`src/rtl/llc_lookup_ctrl_pkg.sv`:
```
// Shared LLC geometry constants and types used by the lookup controller,
// its requester/response interface and the round-robin arbiter.
package llc_lookup_ctrl_pkg;

    localparam int LLC_WAYS     = 16;
    localparam int LLC_WAY_BITS = 4;
    localparam int LLC_SET_BITS = 7;
    localparam int LLC_TAG_BITS = 12;

    typedef logic [LLC_WAY_BITS-1:0] llc_way_t;
    typedef logic [LLC_SET_BITS-1:0] llc_set_t;
    typedef logic [LLC_TAG_BITS-1:0] llc_tag_t;

    // Width of a requester index; a lone requester still needs one bit.
    function automatic int id_width(input int num_req);
        return (num_req > 1) ? $clog2(num_req) : 1;
    endfunction

    // Replacement pointer advance, wrapping the last way back to way 0.
    function automatic llc_way_t next_way(input llc_way_t way);
        return (way == llc_way_t'(LLC_WAYS - 1)) ? '0 : way + llc_way_t'(1);
    endfunction

endpackage

```
`src/rtl/llc_lookup_ctrl_if.sv`:
```
// Requester-side lookup handshake and result handshake of the LLC lookup
// controller; master = requesters/consumer, slave = controller.
interface llc_lookup_ctrl_if
    import llc_lookup_ctrl_pkg::*;
#(
    parameter int NUM_REQ = 3
);
    localparam int ID_W = id_width(NUM_REQ);

    logic [NUM_REQ-1:0]     req_valid;
    logic [NUM_REQ-1:0]     req_ready;
    llc_set_t [NUM_REQ-1:0] req_set;
    llc_tag_t [NUM_REQ-1:0] req_tag;

    logic                   rsp_valid;
    logic                   rsp_ready;
    logic [ID_W-1:0]        rsp_id;
    llc_way_t               rsp_way;
    logic                   rsp_evict;

    modport master (
        output req_valid, req_set, req_tag, rsp_ready,
        input  req_ready, rsp_valid, rsp_id, rsp_way, rsp_evict
    );

    modport slave (
        input  req_valid, req_set, req_tag, rsp_ready,
        output req_ready, rsp_valid, rsp_id, rsp_way, rsp_evict
    );

endinterface

```
`src/rtl/llc_rr_arbiter.sv`:
```
// Combinational round-robin arbiter: the first active request found scanning
// upward from rr_ptr (wrapping) wins a one-hot grant.
module llc_rr_arbiter #(
    parameter int N     = 3,
    parameter int PTR_W = 2
) (
    input  logic [N-1:0]     req,
    input  logic [PTR_W-1:0] rr_ptr,
    output logic [N-1:0]     grant
);

    logic             found;
    logic [PTR_W-1:0] idx;

    always_comb begin
        // NOTE: every variable written here is defaulted first, so no path through the loop can infer a latch.
        grant = '0;
        found = 1'b0;
        idx   = '0;
        for (int k = 0; k < N; k++) begin
            idx = PTR_W'((int'(rr_ptr) + k) % N);
            if (!found && req[idx]) begin
                grant[idx] = 1'b1;
                found      = 1'b1;
            end
        end
    end

endmodule

```
`src/rtl/llc_lookup_ctrl.sv`:
```
// LLC lookup sequencer: arbitrates one requester, reads its set, runs the way
// lookup, writes back the replacement pointer on eviction and returns the result.
module llc_lookup_ctrl
    import llc_lookup_ctrl_pkg::*;
#(
    parameter int NUM_REQ = 3
) (
    input  logic                    clk,
    input  logic                    rst,
    llc_lookup_ctrl_if.slave        bus,
    output logic                    mem_rd_en,
    output llc_set_t                mem_rd_set,
    input  logic                    mem_rd_valid,
    output logic                    lookup_en,
    output llc_tag_t                lookup_tag,
    input  llc_way_t                lookup_way,
    input  logic                    lookup_evict,
    input  llc_way_t                evict_way_buf,
    output logic                    evict_wr_en,
    output llc_set_t                evict_wr_set,
    output llc_way_t                evict_wr_way,
    output logic                    busy
);

    localparam int ID_W = id_width(NUM_REQ);

    typedef enum logic [2:0] {
        IDLE,
        RD,
        WAIT,
        LOOKUP,
        CAPTURE,
        RSP
    } state_t;

    state_t            state;
    state_t            state_nxt;
    logic [ID_W-1:0]   rr_ptr;
    logic [NUM_REQ-1:0] grant;
    logic [ID_W-1:0]   gnt_idx;
    llc_set_t          set_q;
    llc_tag_t          tag_q;
    logic [ID_W-1:0]   id_q;
    llc_way_t          way_q;
    logic              evict_q;
    logic              evict_buf_unused;

    // The new pointer is derived from the lookup result, so the buffered copy is not consumed.
    assign evict_buf_unused = ^evict_way_buf;

    llc_rr_arbiter #(
        .N     (NUM_REQ),
        .PTR_W (ID_W)
    ) u_arb (
        .req    (bus.req_valid),
        .rr_ptr (rr_ptr),
        .grant  (grant)
    );

    always_comb begin
        gnt_idx = '0;
        for (int i = 0; i < NUM_REQ; i++) begin
            if (grant[i]) gnt_idx = ID_W'(i);
        end
    end

    always_ff @(posedge clk) begin
        // NOTE: sequential state uses non-blocking assignments so every flop samples pre-edge values.
        if (rst) state <= IDLE;
        else     state <= state_nxt;
    end

    always_comb begin
        state_nxt     = state;
        bus.req_ready = '0;
        mem_rd_en     = 1'b0;
        lookup_en     = 1'b0;
        evict_wr_en   = 1'b0;
        bus.rsp_valid = 1'b0;
        unique case (state)
            IDLE: begin
                if (!rst && |bus.req_valid) begin
                    bus.req_ready = grant;
                    state_nxt     = RD;
                end
            end
            RD: begin
                mem_rd_en = 1'b1;
                state_nxt = WAIT;
            end
            WAIT: begin
                if (mem_rd_valid) state_nxt = LOOKUP;
            end
            LOOKUP: begin
                lookup_en = 1'b1;
                state_nxt = CAPTURE;
            end
            CAPTURE: begin
                evict_wr_en = lookup_evict;
                state_nxt   = RSP;
            end
            RSP: begin
                bus.rsp_valid = 1'b1;
                if (bus.rsp_ready) state_nxt = IDLE;
            end
            default: state_nxt = IDLE;
        endcase
    end

    // Transaction fields: latched at grant, result captured after the lookup.
    always_ff @(posedge clk) begin
        if (rst) begin
            rr_ptr  <= '0;
            set_q   <= '0;
            tag_q   <= '0;
            id_q    <= '0;
            way_q   <= '0;
            evict_q <= 1'b0;
        end else begin
            if (state == IDLE && |bus.req_valid) begin
                set_q <= bus.req_set[gnt_idx];
                tag_q <= bus.req_tag[gnt_idx];
                id_q  <= gnt_idx;
            end
            if (state == CAPTURE) begin
                way_q   <= lookup_way;
                evict_q <= lookup_evict;
            end
            if (state == RSP && bus.rsp_ready) begin
                rr_ptr <= (id_q == ID_W'(NUM_REQ - 1)) ? '0 : id_q + ID_W'(1);
            end
        end
    end

    assign mem_rd_set    = set_q;
    assign lookup_tag    = tag_q;
    assign evict_wr_set  = set_q;
    assign evict_wr_way  = next_way(lookup_way);
    assign bus.rsp_id    = id_q;
    assign bus.rsp_way   = way_q;
    assign bus.rsp_evict = evict_q;
    assign busy          = (state != IDLE);

endmodule

```
`src/flat_wrapper.sv`:
```
// flat-port wrapper written by rule: the top's interface ports become plain ports
module llc_lookup_ctrl_flat import llc_lookup_ctrl_pkg::*;
#(
    parameter int NUM_REQ = 3
)
  (clk, rst, mem_rd_en, mem_rd_set, mem_rd_valid, lookup_en, lookup_tag, lookup_way, lookup_evict, evict_way_buf, evict_wr_en, evict_wr_set, evict_wr_way, busy, bus_req_valid, bus_req_set, bus_req_tag, bus_rsp_ready, bus_req_ready, bus_rsp_valid, bus_rsp_id, bus_rsp_way, bus_rsp_evict);
  llc_lookup_ctrl_if #(.NUM_REQ(NUM_REQ)) bus_i ();
  input  logic clk;
  input  logic rst;
  output logic mem_rd_en;
  output llc_set_t mem_rd_set;
  input  logic mem_rd_valid;
  output logic lookup_en;
  output llc_tag_t lookup_tag;
  input  llc_way_t lookup_way;
  input  logic lookup_evict;
  input  llc_way_t evict_way_buf;
  output logic evict_wr_en;
  output llc_set_t evict_wr_set;
  output llc_way_t evict_wr_way;
  output logic busy;
  input wire logic [$bits(bus_i.req_valid)-1:0] bus_req_valid;
  input wire logic [$bits(bus_i.req_set)-1:0] bus_req_set;
  input wire logic [$bits(bus_i.req_tag)-1:0] bus_req_tag;
  input wire logic [$bits(bus_i.rsp_ready)-1:0] bus_rsp_ready;
  output wire logic [$bits(bus_i.req_ready)-1:0] bus_req_ready;
  output wire logic [$bits(bus_i.rsp_valid)-1:0] bus_rsp_valid;
  output wire logic [$bits(bus_i.rsp_id)-1:0] bus_rsp_id;
  output wire logic [$bits(bus_i.rsp_way)-1:0] bus_rsp_way;
  output wire logic [$bits(bus_i.rsp_evict)-1:0] bus_rsp_evict;
  assign bus_i.req_valid = bus_req_valid;
  assign bus_i.req_set = bus_req_set;
  assign bus_i.req_tag = bus_req_tag;
  assign bus_i.rsp_ready = bus_rsp_ready;
  assign bus_req_ready = bus_i.req_ready;
  assign bus_rsp_valid = bus_i.rsp_valid;
  assign bus_rsp_id = bus_i.rsp_id;
  assign bus_rsp_way = bus_i.rsp_way;
  assign bus_rsp_evict = bus_i.rsp_evict;
  llc_lookup_ctrl #(.NUM_REQ(NUM_REQ)) u_core (.clk(clk), .rst(rst), .bus(bus_i), .mem_rd_en(mem_rd_en), .mem_rd_set(mem_rd_set), .mem_rd_valid(mem_rd_valid), .lookup_en(lookup_en), .lookup_tag(lookup_tag), .lookup_way(lookup_way), .lookup_evict(lookup_evict), .evict_way_buf(evict_way_buf), .evict_wr_en(evict_wr_en), .evict_wr_set(evict_wr_set), .evict_wr_way(evict_wr_way), .busy(busy));
endmodule
```
`config.mk`:
```
export PLATFORM = sky130hd
export DESIGN_NAME = llc_lookup_ctrl_flat
export DESIGN_NICKNAME = d
export VERILOG_FILES = /design/src/rtl/llc_lookup_ctrl_pkg.sv /design/src/rtl/llc_lookup_ctrl_if.sv /design/src/rtl/llc_rr_arbiter.sv /design/src/rtl/llc_lookup_ctrl.sv /design/src/flat_wrapper.sv
export SDC_FILE = /design/constraint.sdc
export NUM_CORES = 1
export LEC_CHECK = 0
export ABC_AREA = 1
export BUFFER_PORTS_ARGS = -buffer_cell sky130_fd_sc_hd__buf_2
export CORE_MARGIN = 2
export CORE_UTILIZATION = 40
export CTS_CLUSTER_SIZE = 24
export DETAILED_ROUTE_END_ITERATION = 16
export PLACE_DENSITY = 0.75
export SYNTH_ARGS = -nofsm -noshare
export SYNTH_HDL_FRONTEND = slang
export SYNTH_HIERARCHICAL = 1
export SYNTH_SLANG_ARGS = --single-unit
```
`constraint.sdc`:
```
create_clock -name clk -period 6.2 [get_ports clk]
set_clock_uncertainty 0.1 [all_clocks]
set_input_delay 0.62 -clock clk [delete_from_list [all_inputs] [get_ports clk]]
set_output_delay 0.62 -clock clk [all_outputs]
set_load 0.05 [all_outputs]
```
# [Word level (Yosys, flattened, before mapping)]
# Index checks and enable logic that the tools add are counted.
[classes] n_div=3 muxes=35 reduce_logical=15 n_lt_le_gt_ge=7 n_bitwise=2 add_sub_neg=4 n_eq_ne=10
[op_table] operator="modulo 32 x 3 -> 32 bit (second input constant)" n=2
[op_table] operator="modulo 3 x 3 -> 32 bit (second input constant)" n=1
[op_table] operator="binary-select mux 12 bit (select 2 bit)" n=1
[op_table] operator="two-way mux 3 bit" n=8
[op_table] operator="case mux 3 bit (6 select lines)" n=1
[op_table] operator="binary-select mux 7 bit (select 2 bit)" n=1
[op_table] operator="two-way mux 1 bit" n=13
[op_table] operator="less-than comparator 2 x 3 -> 1 bit (second input constant)" n=4
[op_table] operator="two-way mux 12 bit" n=1
[op_table] operator="logical AND 1 bit" n=8
[op_table] operator="two-way mux 7 bit" n=1
[op_table] operator="binary-select mux 1 bit (select 2 bit)" n=3
[op_table] operator="demux 1 bit (select 2 bit)" n=3
[op_table] operator="== test 3 x 2 -> 1 bit (second input constant)" n=2
[op_table] operator="== test 3 bit (second input constant)" n=2
[op_table] operator=">= comparator 2 x 1 -> 1 bit (second input constant)" n=3
[op_table] operator="bitwise OR 3 bit" n=2
[op_table] operator="adder 4 x 1 -> 4 bit (second input constant)" n=1
[op_table] operator="== test 4 bit (second input constant)" n=1
[op_table] operator="two-way mux 2 bit" n=2
[op_table] operator="two-way mux 4 bit" n=1
[op_table] operator="inequality test 2 bit (second input constant)" n=2
[op_table] operator="adder 2 x 1 -> 3 bit (second input constant)" n=1
[op_table] operator="adder 2 x 2 -> 3 bit (second input constant)" n=1
[op_table] operator="9 further kinds" n=11
[totals] word_cells=83 regBits=31 out_inout_bits=45

# [Longest topological paths before layout]
# Gate-level depths: netlist of the first run.
[depth] depth_word=14 ltp_mapped=15 depth_no_buf=14

# [Hierarchy]
# Netlist of the first run, hierarchy kept.
[modules_own_cells] mod="llc_lookup_ctrl" area_per_inst_um2=1761.7 instances=1 cells_per_inst=283
[modules_own_cells] mod="llc_rr_arbiter" area_per_inst_um2=232.7 instances=1 cells_per_inst=42

# [Least setup slack after synthesis of the first run]
# OpenSTA, ideal clock, no wires.
[synth_timing] path_kind="reg2out" startpoint="register u_core.rr_ptr[0]" endpoint="output port bus_req_ready[1]" n_path_buf=1 arrival_ps=2632 required_time_ps=5480 setup_slack_ps=2848 path_stages_with_launch=13 path_cell_list="dfxtp_1 -> inv_1 -> ha_1 -> inv_1 -> nand2_1 -> nand3_1 -> nand2_1 -> inv_1 -> nand3_1 -> nand3_1 -> inv_1 -> clkbuf_1 -> nor3_1"
[synth_via] elab_chain_len=12 word_cells_on_any_way=39 classes_between="add/sub (2); div (3); order compare (6); mux (19); bitwise (2); reduce/logical (7)"
[synth_lines] element="start: declaration" line_no="llc_lookup_ctrl.sv:38" rtl="logic [ID_W-1:0] rr_ptr;"
[synth_lines] element="start signal: assignment" line_no="llc_lookup_ctrl.sv:130" rtl="rr_ptr <= (id_q == ID_W'(NUM_REQ - 1)) ? '0 : id_q + ID_W'(1);"
[synth_lines] element="adder 2 x 1 -> 3 bit or modulo 3 x 3 -> 32 bit (tied branches)" line_no="llc_rr_arbiter.sv:21" rtl="idx = PTR_W'((int'(rr_ptr) + k) % N);"
[synth_lines] element="modulo 32 x 3 -> 32 bit (tied with other cells)" line_no="llc_rr_arbiter.sv:21"
[synth_lines] element="less-than comparator 2 x 3 -> 1 bit (implied by the code) (tied with other cells)" line_no="llc_rr_arbiter.sv:23" rtl="grant[idx] = 1'b1;"
[synth_lines] element="logical AND 1 bit (implied by the code) (tied with other cells)" line_no="llc_rr_arbiter.sv:23"
[synth_lines] element="two-way mux 1 bit (implied by the code) (tied with other cells)" line_no="llc_rr_arbiter.sv:23"
[synth_lines] element="demux 1 bit (select 2 bit) (tied with other cells)" line_no="llc_rr_arbiter.sv:23"
[synth_lines] element="bitwise OR 3 bit (no line) or two-way mux 1 bit (tied branches)"
[synth_lines] element="two-way mux 3 bit or logical NOT 1 bit (tied branches)" line_no="llc_rr_arbiter.sv:22" rtl="if (!found && req[idx]) begin"
[synth_lines] element="bitwise OR 3 bit (no line) or logical AND 1 bit (tied branches)"
[synth_lines] element="two-way mux 3 bit (*)" line_no="llc_rr_arbiter.sv:22"
[synth_lines] element="net u_core.grant[1]" line_no="llc_lookup_ctrl.sv:39" rtl="logic [NUM_REQ-1:0] grant;"
[synth_lines] element="two-way mux 3 bit (*)" line_no="llc_lookup_ctrl.sv:82" rtl="if (!rst && |bus.req_valid) begin"
[synth_lines] element="two-way mux 3 bit (*)" line_no="llc_lookup_ctrl.sv:80" rtl="unique case (state)"
[synth_lines] element="end: declaration" line_no="flat_wrapper.sv:26" rtl="output wire logic [$bits(bus_i.req_ready)-1:0] bus_req_ready;"
# Mark *: on every way through the listed nets, which the timed path passes. The rest lies on a longest branch. The select of a mux whose other input is x is not followed.

# [Worst setup path in the final report of the first run]
# Same ends and word-level chain as after synthesis.

==> flow_summary.toml, run 1 <==
[detailed_routing]
wl_per_cell_um = 10.8
vias_per_cell = 4.61
dr.pass1.iters = 4
initialDrtViolationCount = 110
ant_nets = 0
drc_errors = 0
routed_wl_um = 5300
vias = 2259

[synthesis]
yosysUniqueCellTypes = 24
yosys-top-cells-area = "dfxtp_1, nand2_1, nor2_1"
syn_nets = 403
yosys_warnings = 6
synth_compound_area_share_pct = 14.6
synth_top_area_share_pct = 31.1
yosysTopAreaCell = "dfxtp_1"
syn_area_per_cell_um2 = 6.14
synth_area_um2 = 1990
synth_fa_ha_area_share_pct = 3.14
synth_seq_cells = 31
synth_top_family_by_area = "simple AND/OR/NAND/NOR gates"
synth_simple_gate_area_share_pct = 38.9
muxShareOfSynthArea_pct = 0
synth_cells = 325
yosysSeqAreaShare_pct = 31.1
synth_xor_area_share_pct = 0.439

[placed_design]
dpl.hpwl_um = 3950
port-buffer-count = 113
dpl_cell_area_um2 = 2510
gp_congestion = 0.866

[global_routing]
grt_pass1_wl_um = 8140
gr-total-overflow = 0
grt_pass1_vias = 1844
grt_max_degree = 40
antenna_found_initial = 0
grt_use_total_pct = 18.7

[power]
ir_worst_vdd_mv = 0.150
power_density_nw_per_um2 = 346
p_leak_uw = 0.00141

[sta]
worstMarginPinSlew_ns = 0.877
fin_crit_sh_pct = 67.5
layout_min_cycle_time_ns = 4.18
max_freq_mhz = 239
rsz0062_at_grt = "no"
setup_viol = 0
fin_tns_setup_ns = 0
slew_violations = 0
hold_viol_final = 0
slew_headroom_pct = 41.4

[worst_setup_path]
cp_common_cell = "inv_1"
rr_worst_depth = 14
r2r-end = "u_core/evict_wr_set[5]"
worstPathCellList = "inv_1 -> ha_1 -> inv_1 -> nand2_1 -> nand3_1 -> nand2_1 -> inv_1 -> nand3_1 -> nand3_1 -> inv_1 -> nor3_1 -> buf_2"
path_delay_family = "buffers and inverters"
start_kind = "flip-flop"
worst-endpoint-required_ns = 5.48
slowest_delay_ns = 0.84
arrival_ns = 3.46
reg2reg_from = "u_core/rr_ptr[0]"
critPathSlowestCell = "inv_1"
path_buf_inv = 5
cp-end-kind = "output pin"
critPathMaxFanout = 21
rrSetupSlack_ns = 2.78
worstSetupPathType = "reg -> out"

[cts]
root_buffer = "clkbuf_8"
post-cts-setup-buffers = 0
clk_pin_slew_worst_paths_ns = 0.06
clock_sinks = 31
cts_tree = "done"
clk_path_buf_depth = 2
holdBufCountCts = 0
h-tree-depth = 2
ctsResizeCount = 0
cts_buffers = 5
worstSkewPairLatency_ns = 0.28

[die]
die-width_um = 74.6
start_util_pct = 41.9
die_h_um = 74.6
row_count = 25
ioPinCount = 118
core_area_um2 = 4750
dieArea_um2 = 5570

[layout]
num-fill-cells = 497
design_area_um2 = 2590
finalNetCount = 502
multi_input_area_um2 = 1140
drive_gt1_share_pct = 33.1
seqCellArea_um2 = 621
antenna-diode-count = 0
syn_to_final_growth_pct = 29.7

[min_path]
hold_class = "reg -> reg"
min_path_cells = 2
min_to = "u_core/bus.rsp_evict"
hp-start = "u_core/bus.rsp_evict"

[flow_run]
maxCapViolCount = 0

[run_status]
status = "finished clean"
[layout by cell type (no fill, tap or decap)]
cell type / Yosys / final
a21oi_1: 28 / 28
nor2_2: 1 / 1
inv_1: 21 / 21
ha_1: 5 / 5
nor2_1: 55 / 55
clkbuf_8: 0 / 5
nand2_1: 91 / 91
o21ai_0: 27 / 27
buf_4: 7 / 1
nand3_1: 14 / 14
nand4_1: 3 / 3
nand3b_1: 2 / 2
a21oi_4: 1 / 1
dfxtp_1: 31 / 31
buf_2: 3 / 113
nand2_2: 12 / 12
nand2_4: 2 / 2
nor3_1: 4 / 4
inv_2: 5 / 5
xor2_1: 1 / 1
clkbuf_1: 8 / 1
[sequential cells by signal, indices dropped and copies added, names as in the netlist]
register              count
u_core/evict_wr_set       7
u_core/lookup_tag        12
u_core/state              3
u_core/bus.rsp_way        4
u_core/bus.rsp_evict      1
u_core/rr_ptr             2
u_core/bus.rsp_id         2
[metrics by stage]
step	std cells	setup WS, ns	util [%]	total power (µW)	hold WS, ns
final	490	2.02	54.4	894	0.368
after detailed placement	484	2.31	52.9	757	0.359
after global placement	484	2.37	52.9	751	0.354
after CTS	490	2.01	54.4	902	0.369
after floorplan	325	2.85	-	680	0.380
after global routing	490	1.69	54.4	951	0.390
[final cells by class]
| class | instances | area share [%] |
|---|---|---|
| multi-input combinational | 246 | 44.0 |
| tap | 67 | 3.24 |
| sequential | 31 | 24.0 |
| timing repair buffer | 114 | 22.2 |
| clock buffer | 6 | 2.81 |
| inverter | 26 | 3.77 |
[Yosys cell counts]
master and n:
a21oi_1 28, a21oi_4 1, buf_1 1, buf_12 1
buf_2 3, buf_4 7, buf_6 1, clkbuf_1 8
clkbuf_2 1, dfxtp_1 31, ha_1 5, inv_1 21
inv_2 5, nand2_1 91, nand2_2 12, nand2_4 2
nand3_1 14, nand3b_1 2, nand4_1 3, nor2_1 55
nor2_2 1, nor3_1 4, o21ai_0 27, xor2_1 1
[power breakdown]
group / total [µW] / leakage, µW / switching, µW / internal, µW
Clock: 143 / 0.0000371 / 68.0 / 74.6
Combinational: 481 / 0.00111 / 367 / 115
Sequential: 270 / 0.000255 / 27.1 / 243
Total: 894 / 0.00141 / 462 / 432
[layer usage]
layer / wire length (µm) / GRT usage [%]
met2: 2560 / 31.7
met5: 0 / 0
met4: 40 / 5.75
met1: 2370 / 23.7
met3: 335 / 4.55
[logic make-up (layout without fill, tap and decap cells)]
kind of cell               count (synthesis)  after routing
AOI/OAI and AO/OA                         56             56
DFF                                       31             31
buffers and inverters                     48            146
adders and majority gates                  5              5
xor gates and xnor gates                   1              1
and+or+nand+nor                          184            184
[worst min-delay path: stages (launching register included)]
cell and delay [ns]:
dfxtp_1 0.31, nand2_1 0.06, a21oi_1 0.06
[worst max-delay path by stage]
stage,start,endpoint,slack (ns),depth (start not counted)
after floorplan,u_core/rr_ptr[0],bus_req_ready[1],2.85,12
after CTS,u_core/rr_ptr[0],bus_req_ready[1],2.01,12
after global placement,u_core/rr_ptr[0],bus_req_ready[1],2.37,12
after detailed placement,u_core/rr_ptr[0],bus_req_ready[1],2.31,12
after global routing,u_core/rr_ptr[0],bus_req_ready[1],1.69,12
final,u_core/rr_ptr[0],bus_req_ready[1],2.02,12
Power figures use the tool's default switching activity.
==> run 2, diff against run 1 <==
- ABC_AREA: 1 -> 0
- PLACE_DENSITY: 0.75 -> 0.76
- clock period: 6.2 -> 3.6 ns (I/O delays scaled with it)
==> flow_summary.toml, run 2 <==
[global_routing]
grt_pass1_vias = 2032
antenna_found_initial = 0
gr-total-overflow = 0
grt_use_total_pct = 18.3
grt_max_degree = 33
grt_pass1_wl_um = 9020

[worst_setup_path]
worstSetupPathType = "reg -> out"
rrSetupSlack_ns = 0.48
rr_worst_depth = 10
arrival_ns = 2.71
critPathMaxFanout = 11
cp-end-kind = "output pin"
start_kind = "flip-flop"
worst-endpoint-required_ns = 3.14

[power]
comb_power_share_pct = 47.4
p_leak_uw = 0.00136
power_density_nw_per_um2 = 569
p_int_uw = 841
p_sw_uw = 718
seq_power_share_pct = 29.8
clkPwrFrac_pct = 22.8
ir_worst_vdd_mv = 0.313
switching_share_pct = 46.1

[sta]
layout_min_cycle_time_ns = 3.17
rsz0062_at_grt = "no"
max_freq_mhz = 315
worstMarginPinSlew_ns = 0.607
slew_headroom_pct = 59.5
hold_ws_ns = 0.232
slew_violations = 0
setup_viol = 0
fin_tns_setup_ns = 0
fin_crit_sh_pct = 88.2
hold_viol_final = 0

[min_path]
min_path_cells = 3
hold_class = "in -> reg"

[cts]
worstSkewPairLatency_ns = 0.28
ctsResizeCount = 0
h-tree-depth = 2
clk_pin_slew_worst_paths_ns = 0.07
post-cts-setup-buffers = 0
holdBufCountCts = 0
cts_buffers = 5
cts_tree = "done"
root_buffer = "clkbuf_8"
clock_sinks = 31
clk_path_buf_depth = 2

[detailed_routing]
wl_per_cell_um = 12.8
vias_per_cell = 5.03
initialDrtViolationCount = 105
routed_wl_um = 5270
drc_errors = 0
ant_nets = 0
dr.pass1.iters = 4
vias = 2062

[synthesis]
async_flop_share_pct = 0
syn_nets = 319
netlist_top_cells_count = "dfxtp_1, mux2i_1, o21ai_0, nor2b_1, mux2_2"
synth_ff_type = "dfxtp_1"
yosysUniqueCellTypes = 42
synth_edf_count = 0
syn_area_per_cell_um2 = 8.72
synth_seq_cells = 31
synth_cells = 241
yosysTopAreaCell = "dfxtp_1"
yosys-top-cells-area = "dfxtp_1, mux2i_1, mux2_2"
synth.most_common_cell = "dfxtp_1"
synth_top_area_share_pct = 29.5
synth_area_um2 = 2100
yosys_warnings = 6
yosysSeqAreaShare_pct = 29.5

[layout]
finalNetCount = 417
layout_commonest_cell = "buf_2"
syn_to_final_growth_pct = 30.4
largest_reg_flops = 12
final_cell_mix = "buf_2, dfxtp_1, mux2i_1"
antenna-diode-count = 0
drive_gt1_share_pct = 44.1

[die]
row_count = 26
start_util_pct = 41.4
core_area_um2 = 5070
die_h_um = 76.5
ioPinCount = 118
dieArea_um2 = 5850
die-width_um = 76.5

[flow_run]
maxCapViolCount = 0

[placed_design]
dpl.hpwl_um = 3780
port-buffer-count = 113
gp_congestion = 0.759

[run_status]
status = "finished clean"
[run 2: worst paths after layout]
check	start	endpoint
setup / recovery	u_core/rr_ptr[0]	bus_req_ready[1]
hold / removal	lookup_evict	u_core/bus.rsp_evict
setup reg to reg	u_core/rr_ptr[0]	u_core/lookup_tag[10]
hold reg to reg	u_core/rr_ptr[0]	u_core/rr_ptr[0]
[run 2: final cells by class]
class / count / area (µm²)
fill: 512 / 2330
tap: 70 / 87.6
inverter: 10 / 37.5
clock buffer: 6 / 82.6
sequential: 31 / 621
timing repair buffer: 116 / 588
clock inverter: 2 / 35.0
multi-input combinational: 175 / 1290
[run 2: worst max-delay path, cell delays in order, from the launching register on]
cell      delay (ns)
dfxtp_1         0.38
inv_1           0.08
ha_1            0.42
a22oi_1         0.22
o22ai_1         0.14
nor4bb_1        0.30
o31a_1          0.43
inv_1           0.08
nor2_1          0.11
buf_2           0.27
[run 2: per-layer routing]
layer  share of wire [%]  GRT usage, %  vias up  routed length, µm
met5                   0             0        -                  0
li1                    -             -     1039                  -
met4                0.76          5.82        0                 40
met2                  51          34.0       65               2710
met3                 5.2          4.62        6                272
met1                  43          20.3      952               2240
[run 2: logic make-up (layout without fill, tap and decap cells)]
family	after synthesis	count (layout)	synth area share, %
AO/OA/AOI/OAI	63	63	16.3
XOR/XNOR	2	2	0.833
adder cells (fa/ha/maj)	5	5	2.98
buffers and inverters	35	134	9.40
flip-flops	31	31	29.5
multiplexers	47	47	23.5
AND/OR/NAND/NOR	58	58	17.5
[run 2: power groups by stage]
stage	Clock, µW	Sequential, µW	Combinational, µW
6_report	356	465	739
5_1_grt	376	477	782
4_1_cts	363	465	745
3_5_place_dp	0	471	744
3_3_place_gp	0	468	733
2_1_floorplan	0	655	429
[run 2: stage by stage]
step / worst slack (ns) / cells / power, µW / util, % / instance area [µm²]
finish: 0.426 / 410 / 1560 / 54.0 / 2740
global route: 0.182 / 410 / 1630 / 54.0 / 2740
CTS: 0.433 / 410 / 1570 / 54.0 / 2740
detailed placement: 0.486 / 402 / 1220 / 51.7 / 2620
global placement: 0.596 / 402 / 1200 / 51.7 / 2620
floorplan: 0.610 / 241 / 1080 / - / 2100
